===== config.mk =====
export PLATFORM = sky130hd
export DESIGN_NAME = hazard_tracker
export DESIGN_NICKNAME = d
export VERILOG_FILES = /design/src/rtl/hazard_tracker_pkg.sv /design/src/rtl/inst_reg_decode.sv /design/src/rtl/hazard_tracker.sv
export SDC_FILE = /design/constraint.sdc
export NUM_CORES = 1
export LEC_CHECK = 0
export CORE_MARGIN = 5
export CORE_UTILIZATION = 25
export CTS_BUF_LIST = sky130_fd_sc_hd__clkbuf_16
export CTS_CLUSTER_SIZE = 12
export DETAILED_ROUTE_END_ITERATION = 16
export PLACE_DENSITY = 0.48
export SLEW_MARGIN = 20
export SYNTH_ARGS = -nofsm -noshare
export SYNTH_HDL_FRONTEND = slang
export SYNTH_HIERARCHICAL = 1
export SYNTH_SLANG_ARGS = --single-unit

===== constraint.sdc =====
create_clock -name clk -period 3.2 [get_ports clk]
set_input_delay 0.64 -clock clk [delete_from_list [all_inputs] [get_ports clk]]
set_output_delay 0.64 -clock clk [all_outputs]
set_load 0.005 [all_outputs]

===== src/rtl/hazard_tracker_pkg.sv =====
// rtl/hazard_tracker_pkg.sv - shared opcode, forward-select and entry types for the hazard tracker
//
// Shared definitions:
//   OP_*            7-bit major opcodes used by the field decoder
//   FWD_REGFILE     forward-select value meaning "read the register file"
//   FWD_ENTRY_BASE  forward-select value of entry 0 (entry k -> k + FWD_ENTRY_BASE)
//   entry_t         one tracked in-flight writer {valid, rd, is_load}
//   dec_t           decoded register fields of one instruction word

package hazard_tracker_pkg;

    localparam logic [6:0] OP_LOAD      = 7'b0000011;
    localparam logic [6:0] OP_STORE     = 7'b0100011;
    localparam logic [6:0] OP_BRANCH    = 7'b1100011;
    localparam logic [6:0] OP_LUI       = 7'b0110111;
    localparam logic [6:0] OP_AUIPC     = 7'b0010111;
    localparam logic [6:0] OP_JAL       = 7'b1101111;
    localparam logic [6:0] OP_ARI_RTYPE = 7'b0110011;
    localparam logic [6:0] OP_CSR       = 7'b1110011;
    localparam logic [6:0] OP_NOOP      = 7'b0000000;

    localparam int FWD_REGFILE    = 0;
    localparam int FWD_ENTRY_BASE = 1;

    typedef struct packed {
        logic       valid;
        logic [4:0] rd;
        logic       is_load;
    } entry_t;

    typedef struct packed {
        logic       has_rd;
        logic       has_rs1;
        logic       has_rs2;
        logic       is_load;
        logic [4:0] rd;
        logic [4:0] rs1;
        logic [4:0] rs2;
    } dec_t;

endpackage


===== src/rtl/inst_reg_decode.sv =====
// rtl/inst_reg_decode.sv - combinational register-field decode of one instruction word
//
// Ports:
//   inst  in   32-bit instruction word
//   dec   out  {has_rd, has_rs1, has_rs2, is_load, rd, rs1, rs2}

module inst_reg_decode
    import hazard_tracker_pkg::*;
(
    input  logic [31:0] inst,
    output dec_t        dec
);

    logic [6:0] opcode;
    assign opcode = inst[6:0];

    // Immediate / funct7 bits and the low funct3 bits carry no register information.
    logic unused_bits;
    assign unused_bits = ^{inst[31:25], inst[13:12]};

    always_comb begin
        dec         = '0;
        dec.rd      = inst[11:7];
        dec.rs1     = inst[19:15];
        dec.rs2     = inst[24:20];
        dec.is_load = (opcode == OP_LOAD);
        dec.has_rd  = !((opcode == OP_BRANCH) || (opcode == OP_STORE) || (opcode == OP_NOOP));
        dec.has_rs2 = (opcode == OP_ARI_RTYPE) || (opcode == OP_STORE) || (opcode == OP_BRANCH);
        case (opcode)
            OP_LUI, OP_AUIPC, OP_JAL, OP_NOOP: dec.has_rs1 = 1'b0;
            // funct3[2] set selects the immediate (zimm) CSR forms, which read no rs1
            OP_CSR:                            dec.has_rs1 = ~inst[14];
            default:                           dec.has_rs1 = 1'b1;
        endcase
    end

endmodule


===== src/rtl/hazard_tracker.sv =====
// rtl/hazard_tracker.sv - in-flight writer tracking, forward-select and load-use stall
//
// Ports:
//   clk          in   rising-edge clock
//   rst          in   synchronous active-high reset
//   issue_valid  in   decode-stage instruction valid
//   issue_inst   in   decode-stage instruction word
//   flush        in   drop the decode instruction and invalidate all entries
//   fwd_sel_rs1  out  0 = regfile, k = forward from entry k-1
//   fwd_sel_rs2  out  same encoding for rs2
//   stall_out    out  load-use stall, hold decode this cycle
//   stall_cnt    out  saturating count of stall cycles

module hazard_tracker
    import hazard_tracker_pkg::*;
#(
    parameter  int DEPTH          = 2,
    parameter  int LOAD_FWD_STAGE = 1,
    localparam int SEL_W          = $clog2(DEPTH + 1)
) (
    input  logic             clk,
    input  logic             rst,
    input  logic             issue_valid,
    input  logic [31:0]      issue_inst,
    input  logic             flush,
    output logic [SEL_W-1:0] fwd_sel_rs1,
    output logic [SEL_W-1:0] fwd_sel_rs2,
    output logic             stall_out,
    output logic [15:0]      stall_cnt
);

    dec_t dec_iss;
    dec_t dec_wr;

    // Source-side decode drives matching; destination-side decode drives the entry-0 write.
    inst_reg_decode u_dec_iss (
        .inst (issue_inst),
        .dec  (dec_iss)
    );

    inst_reg_decode u_dec_wr (
        .inst (issue_inst),
        .dec  (dec_wr)
    );

    logic unused_dec;
    assign unused_dec = ^{dec_iss.has_rd, dec_iss.is_load, dec_iss.rd,
                          dec_wr.has_rs1, dec_wr.has_rs2, dec_wr.rs1, dec_wr.rs2};

    entry_t           ent [DEPTH];
    entry_t           new_ent;
    logic             wr_en;
    logic [DEPTH-1:0] match_rs1;
    logic [DEPTH-1:0] match_rs2;
    logic [DEPTH-1:0] early_ld_rs1;
    logic [DEPTH-1:0] early_ld_rs2;
    logic             stall_rs1;
    logic             stall_rs2;

    // A stalled instruction is replayed next cycle, so it must not be recorded now.
    assign wr_en = issue_valid & ~stall_out & ~flush & dec_wr.has_rd & (dec_wr.rd != 5'd0);

    always_comb begin
        new_ent = '0;
        if (wr_en) begin
            new_ent.valid   = 1'b1;
            new_ent.rd      = dec_wr.rd;
            new_ent.is_load = dec_wr.is_load;
        end
    end

    generate
        for (genvar k = 0; k < DEPTH; k++) begin : g_ent
            // Load data only becomes forwardable once it has reached LOAD_FWD_STAGE.
            localparam bit EARLY = (k < LOAD_FWD_STAGE);

            entry_t q;
            entry_t d;

            if (k == 0) begin : g_head
                assign d = new_ent;
            end else begin : g_tail
                assign d = ent[k-1];
            end

            always_ff @(posedge clk) begin
                if (rst || flush) begin
                    q <= '0;
                end else begin
                    q <= d;
                end
            end

            assign ent[k] = q;

            assign match_rs1[k] = q.valid & (q.rd == dec_iss.rs1) & dec_iss.has_rs1
                                & issue_valid & (dec_iss.rs1 != 5'd0);
            assign match_rs2[k] = q.valid & (q.rd == dec_iss.rs2) & dec_iss.has_rs2
                                & issue_valid & (dec_iss.rs2 != 5'd0);
            assign early_ld_rs1[k] = q.is_load & EARLY;
            assign early_ld_rs2[k] = q.is_load & EARLY;
        end
    endgenerate

    // Scan oldest to youngest so the youngest match overwrites older ones.
    always_comb begin
        fwd_sel_rs1 = SEL_W'(FWD_REGFILE);
        fwd_sel_rs2 = SEL_W'(FWD_REGFILE);
        stall_rs1   = 1'b0;
        stall_rs2   = 1'b0;
        for (int k = DEPTH - 1; k >= 0; k--) begin
            if (match_rs1[k]) begin
                fwd_sel_rs1 = SEL_W'(k + FWD_ENTRY_BASE);
                stall_rs1   = early_ld_rs1[k];
            end
            if (match_rs2[k]) begin
                fwd_sel_rs2 = SEL_W'(k + FWD_ENTRY_BASE);
                stall_rs2   = early_ld_rs2[k];
            end
        end
    end

    assign stall_out = (stall_rs1 | stall_rs2) & ~flush;

    always_ff @(posedge clk) begin
        if (rst) begin
            stall_cnt <= '0;
        end else if (stall_out && (stall_cnt != 16'hFFFF)) begin
            stall_cnt <= stall_cnt + 16'd1;
        end
    end

endmodule


**Yosys cells after proc, flatten, opt, wreduce, memory -nomap -nowiden**

Index checks and enable logic that the tools add are counted.

- Bitwise operators: 26
- Muxes and demuxes: 8
- Reductions and logical operators: 13
- Add/sub/neg operators: 1
- Eq/ne operators: 13

Operators by type and width:

| operator | number |
|---|---|
| 1-bit AND | 21 |
| 7-bit by 6-bit equality test with 1-bit output (second input constant) | 3 |
| 7-bit equality test (second input constant) | 3 |
| 5-bit equality test | 4 |
| 16-bit by 1-bit adder with 16-bit output (second input constant) | 1 |
| 16-bit inequality test (second input constant) | 1 |
| 5-bit nonzero test | 3 |
| 2-bit two-way mux | 4 |
| 7-bit by 2-bit equality test with 1-bit output (second input constant) | 1 |
| 7-bit by 5-bit equality test with 1-bit output (second input constant) | 1 |
| 7-bit zero test | 1 |
| 7-bit two-way mux | 1 |
| 1-bit logical OR | 5 |
| 1-bit NOT | 4 |
| 4-bit OR reduction | 1 |
| 1-bit two-way mux | 2 |
| 1-bit one-hot mux with 2 select lines | 1 |
| 2-bit OR reduction | 1 |
| 1-bit logical AND | 1 |
| 1-bit zero test | 1 |
| 1-bit OR | 1 |

- Flip-flop bits (word level): 29
- Input bits: 36
- Output and inout bits: 21
- Logic and storage cells: 67

**Depth between registers and ports, before layout**

- Word-level depth: 16
- Depth in mapped cells: 10
- Gate-level depth less buffers: 8

**Modules after synthesis**

The synthesis kept the hierarchy.

By module, submodules not included:

| module | area an instance (um^2) | cells each | instances | sequential area each (um^2) |
|---|---|---|---|---|
| hazard_tracker | 1477.7 | 160 | 1 | 580.6 |
| inst_reg_decode | 220.2 | 31 | 2 | 0.0 |

**Least setup slack after synthesis**

Ideal clock, no wire load.

- Path kind: input to output
- Start: input port issue_inst[3]
- End: output port stall_out
- Data required time: 2.560 ns
- Buffers on the path: 0
- Path slack: 0.699 ns
- Data arrival time: 1.861 ns
- Cell stages on the path: 7
- Cells stage by stage: and4b_1 -> o2111ai_1 -> a31o_1 -> o211ai_2 -> nor3_2 -> nor2_1 -> nor2_1

RTL lines:

| item | RTL line | text |
|---|---|---|
| start, declared | hazard_tracker.sv:24 | `input logic [31:0] issue_inst,` |
| end, declared | hazard_tracker.sv:28 | `output logic stall_out,` |

**Final worst setup path**

- Start: input port issue_inst[21]
- End: output port stall_out

- Cells in the longest elaborated chain, start to end: 8
- Elaborated cells between the ends (all ways): 9
- Classes of those cells: eq/ne: 1; mux: 1; bitwise: 6; reduce/logical: 1

Ends and longest elaborated chain:

| item | RTL line | text |
|---|---|---|
| 5-bit equality test | hazard_tracker.sv:98 | `assign match_rs2[k] = q.valid & (q.rd == dec_iss.rs2) & dec_iss.has_rs2` |
| 1-bit AND (2 in a row) | hazard_tracker.sv:98 |  |
| 1-bit AND | hazard_tracker.sv:99 | `& issue_valid & (dec_iss.rs2 != 5'd0);` |
| 1-bit AND (*) | hazard_tracker.sv:99 |  |
| 1-bit two-way mux (*) | hazard_tracker.sv:116 | `if (match_rs2[k]) begin` |
| 1-bit OR (*) | hazard_tracker.sv:123 | `assign stall_out = (stall_rs1 \| stall_rs2) & ~flush;` |
| 1-bit AND (*) | hazard_tracker.sv:123 |  |

Mark *: on every way between the ends. The rest lies on a longest branch, timed or not.

==> summary.md <==
| Metric | Value |
|---|---|
| Count of boundary I/O pins | `57` |
| Vias per inst | `4.610` |
| Mapped cell area | `0.001733 mm^2` |
| Post-placement cell area | `0.002367 mm^2` |
| R2r setup slk | `940 ps` |
| VDD IR-drop max | `0.1639 mV` |
| First-pass GRT wire length | `7.410 mm` |
| Die area | `0.008697 mm^2` |
| Max clock buf depth | `2` |
| Static Leak | `1.012 nW` |
| CP max-delay cell | `or4_4` |
| Antenna cells | `0` |
| Hold WC Path Type | `flip-flop to flip-flop` |
| CP Class | `primary input to primary output` |
| R2R depth | `10` |
| Count of final hold-check violations | `0` |
| Area delta synth->final | `51.62%` |
| Crit-path max cell delay | `560 ps` |
| Post-Synthesis Cells | `197` |
| Die Height | `93.26 um` |
| Startpoint Class | `primary input` |
| Total track usage | `10.42%` |
| # rows | `30` |
| Crit path required time | `2560 ps` |
| Clock Pin Slew Worst Setup and Hold Paths | `40 ps` |
| Slew headroom | `74.18%` |
| Core Util, Final | `38.89%` |
| Status | `complete, no violations` |
| TritonRoute pass-1 iters | `4` |
| Synth Net Count | `234` |
| Worst Hold Launch | `ent[13]` |
| Htree depth | `2` |
| Power Density | `336.6 mW/mm^2` |
| Final worst-path cycle share | `97.28%` |
| TritonCTS clock tree | `done` |
| Final Skew | `3.808 ps` |
| Initial Util | `25.65%` |
| Inserted Clock Buffers | `5` |
| Fmax | `321.3 MHz` |
| Avg WL per Cell | `12.98 um` |
| DP Cell Count | `333` |
| Max-cap violation count | `0` |
| Tightest Pin Transition | `385.8 ps` |
| Combinational share of power | `12.0%` |
| Max-slew violations | `0` |
| Setup TNS | `0 ps` |
| Seq pwr share | `41.7%` |
| Pre-CTS setup slack | `-288.1 ps` |
| Total grt overflow | `0` |
| RePlAce Congestion | `0.7752` |
| Final wirelength | `4.492 mm` |
| Antenna violation net count after detailed routing | `0` |
| Int Pwr | `0.7053 mW` |
| Worst hold stages | `1` |
| Crit path buf inv count | `3` |
| Post-layout power | `0.8845 mW` |
| CTS root buf | `clkbuf_16` |
| Clock power frac | `46.3%` |
| Routed via count | `1595` |
| Final std cell area, no fill | `0.002628 mm^2` |
| Largest net degree at the start of global routing | `20` |
| Post-DP HPWL | `3.516 mm` |
| Port bufs | `47` |
| Yosys warning total | `6` |
| Reg2reg end | `stall_cnt[9]` |
| Switch Pwr | `0.1792 mW` |
| DR iter-0 viols | `62` |
| Vias in the first global route | `1576` |
| Share of layout cells above drive strength 1 | `22.18%` |
| Crit path capture type | `primary output` |
| Final hold slack | `486.6 ps` |
| Setup Viol. Count Final | `0` |
| Crit path DAT | `2470 ps` |
| Top Family by Delay on Critical Path | `buffers and inverters` |
| DRC Markers | `0` |
| Worst path cell trace | `clkdlybuf4s50_1 > or4_4 > o211ai_4 > nor3_4 > buf_4 > nor2_2 > nor2_1 > dlygate4sd2_1` |
| Mean Syn Cell Area | `8.797 um^2` |
| Final worst path period need | `3113 ps` |
| Clock Latency Late Sink | `260 ps` |
| Initial antenna violation count | `0` |
| Hold Path Sink | `ent[6]` |
| Clock tree sinks | `29` |
| Setup ws final | `87.19 ps` |
| Nets | `303` |
| Hold buffers post-CTS | `0` |
| CP Max Fanout | `3` |
| Worst r2r src | `ent[12]` |
| Die width | `93.26 um` |
| Core Area | `0.006756 mm^2` |
| Switching share of power | `20.26%` |
| Non-Filler Instances | `346` |
worst max-delay path by stage:
| stage | startpoint | endpoint | slack (ps) | depth (start not counted) |
|---|---|---|---|---|
| finish | issue_inst[21] | stall_out | 90 | 8 |
| global route | issue_inst[21] | stall_out | -0.3 | 8 |
| CTS | issue_inst[22] | fwd_sel_rs2[0] | -100 | 7 |
| detailed placement | issue_inst[3] | fwd_sel_rs1[1] | -290 | 9 |
| global placement | issue_inst[3] | stall_out | -320 | 9 |
| floorplan | issue_inst[3] | stall_out | 700 | 7 |
registers in the layout, summed over array words and instances (netlist names):
signal        flops
stall_cnt        16
ent              12
early_ld_rs1      1
worst reg2reg max path: stages, from the launching register on:
cell      delay (ps)
dfxtp_1          410
xnor2_1          140
nand4_1          160
nor3_4           220
buf_4            150
buf_4             90
buf_4            100
o211ai_4         100
buf_4            180
or4_1            470
a21oi_1          160
final cells by class:
cell class,instances,area [um^2]
timing repair buffer,81,733.2
inverter,3,11.26
clock buffer,5,125.1
clock inverter,2,7.507
sequential,29,580.6
multi-input combinational,146,1070
fill,706,4129
tap,80,100.1
timing repair:
item	CTS	global route
endpoints found under the setup margin	5	4
buffers inserted	3	3
pin swaps	5	7
gates resized for setup	11	17
placed cells by master (no fill, tap or decap), types with 5 or more instances in the layout:
cell             instances
nand3_1                 11
xor2_1                   9
dlygate4sd2_1            5
xnor2_1                 12
clkbuf_16                5
buf_4                   33
and2_1                  12
nand4_1                  7
o31ai_1                  8
clkdlybuf4s50_1         35
nand2_1                  5
or4_1                    9
nor2_1                  12
dlymetal6s2s_1           6
dfxtp_1                 29
a21oi_1                 12
per-layer routing:
metal	part of all wire [%]	vias to the layer above	global-route usage [%]
li1	-	840	-
met1	49	736	14.15
met2	48	17	16.80
met3	2.6	2	2.172
met4	0.27	0	2.564
met5	0	-	0
power by group through the flow:
stage	sequential, mW	clock [mW]	combinational (mW)
6_report	0.369	0.409	0.106
5_1_grt	0.369	0.441	0.116
4_1_cts	0.369	0.421	0.102
3_5_place_dp	0.375	0	0.101
3_3_place_gp	0.376	0	0.101
2_1_floorplan	0.374	0	0.0479
Power figures use the tool's default switching activity.
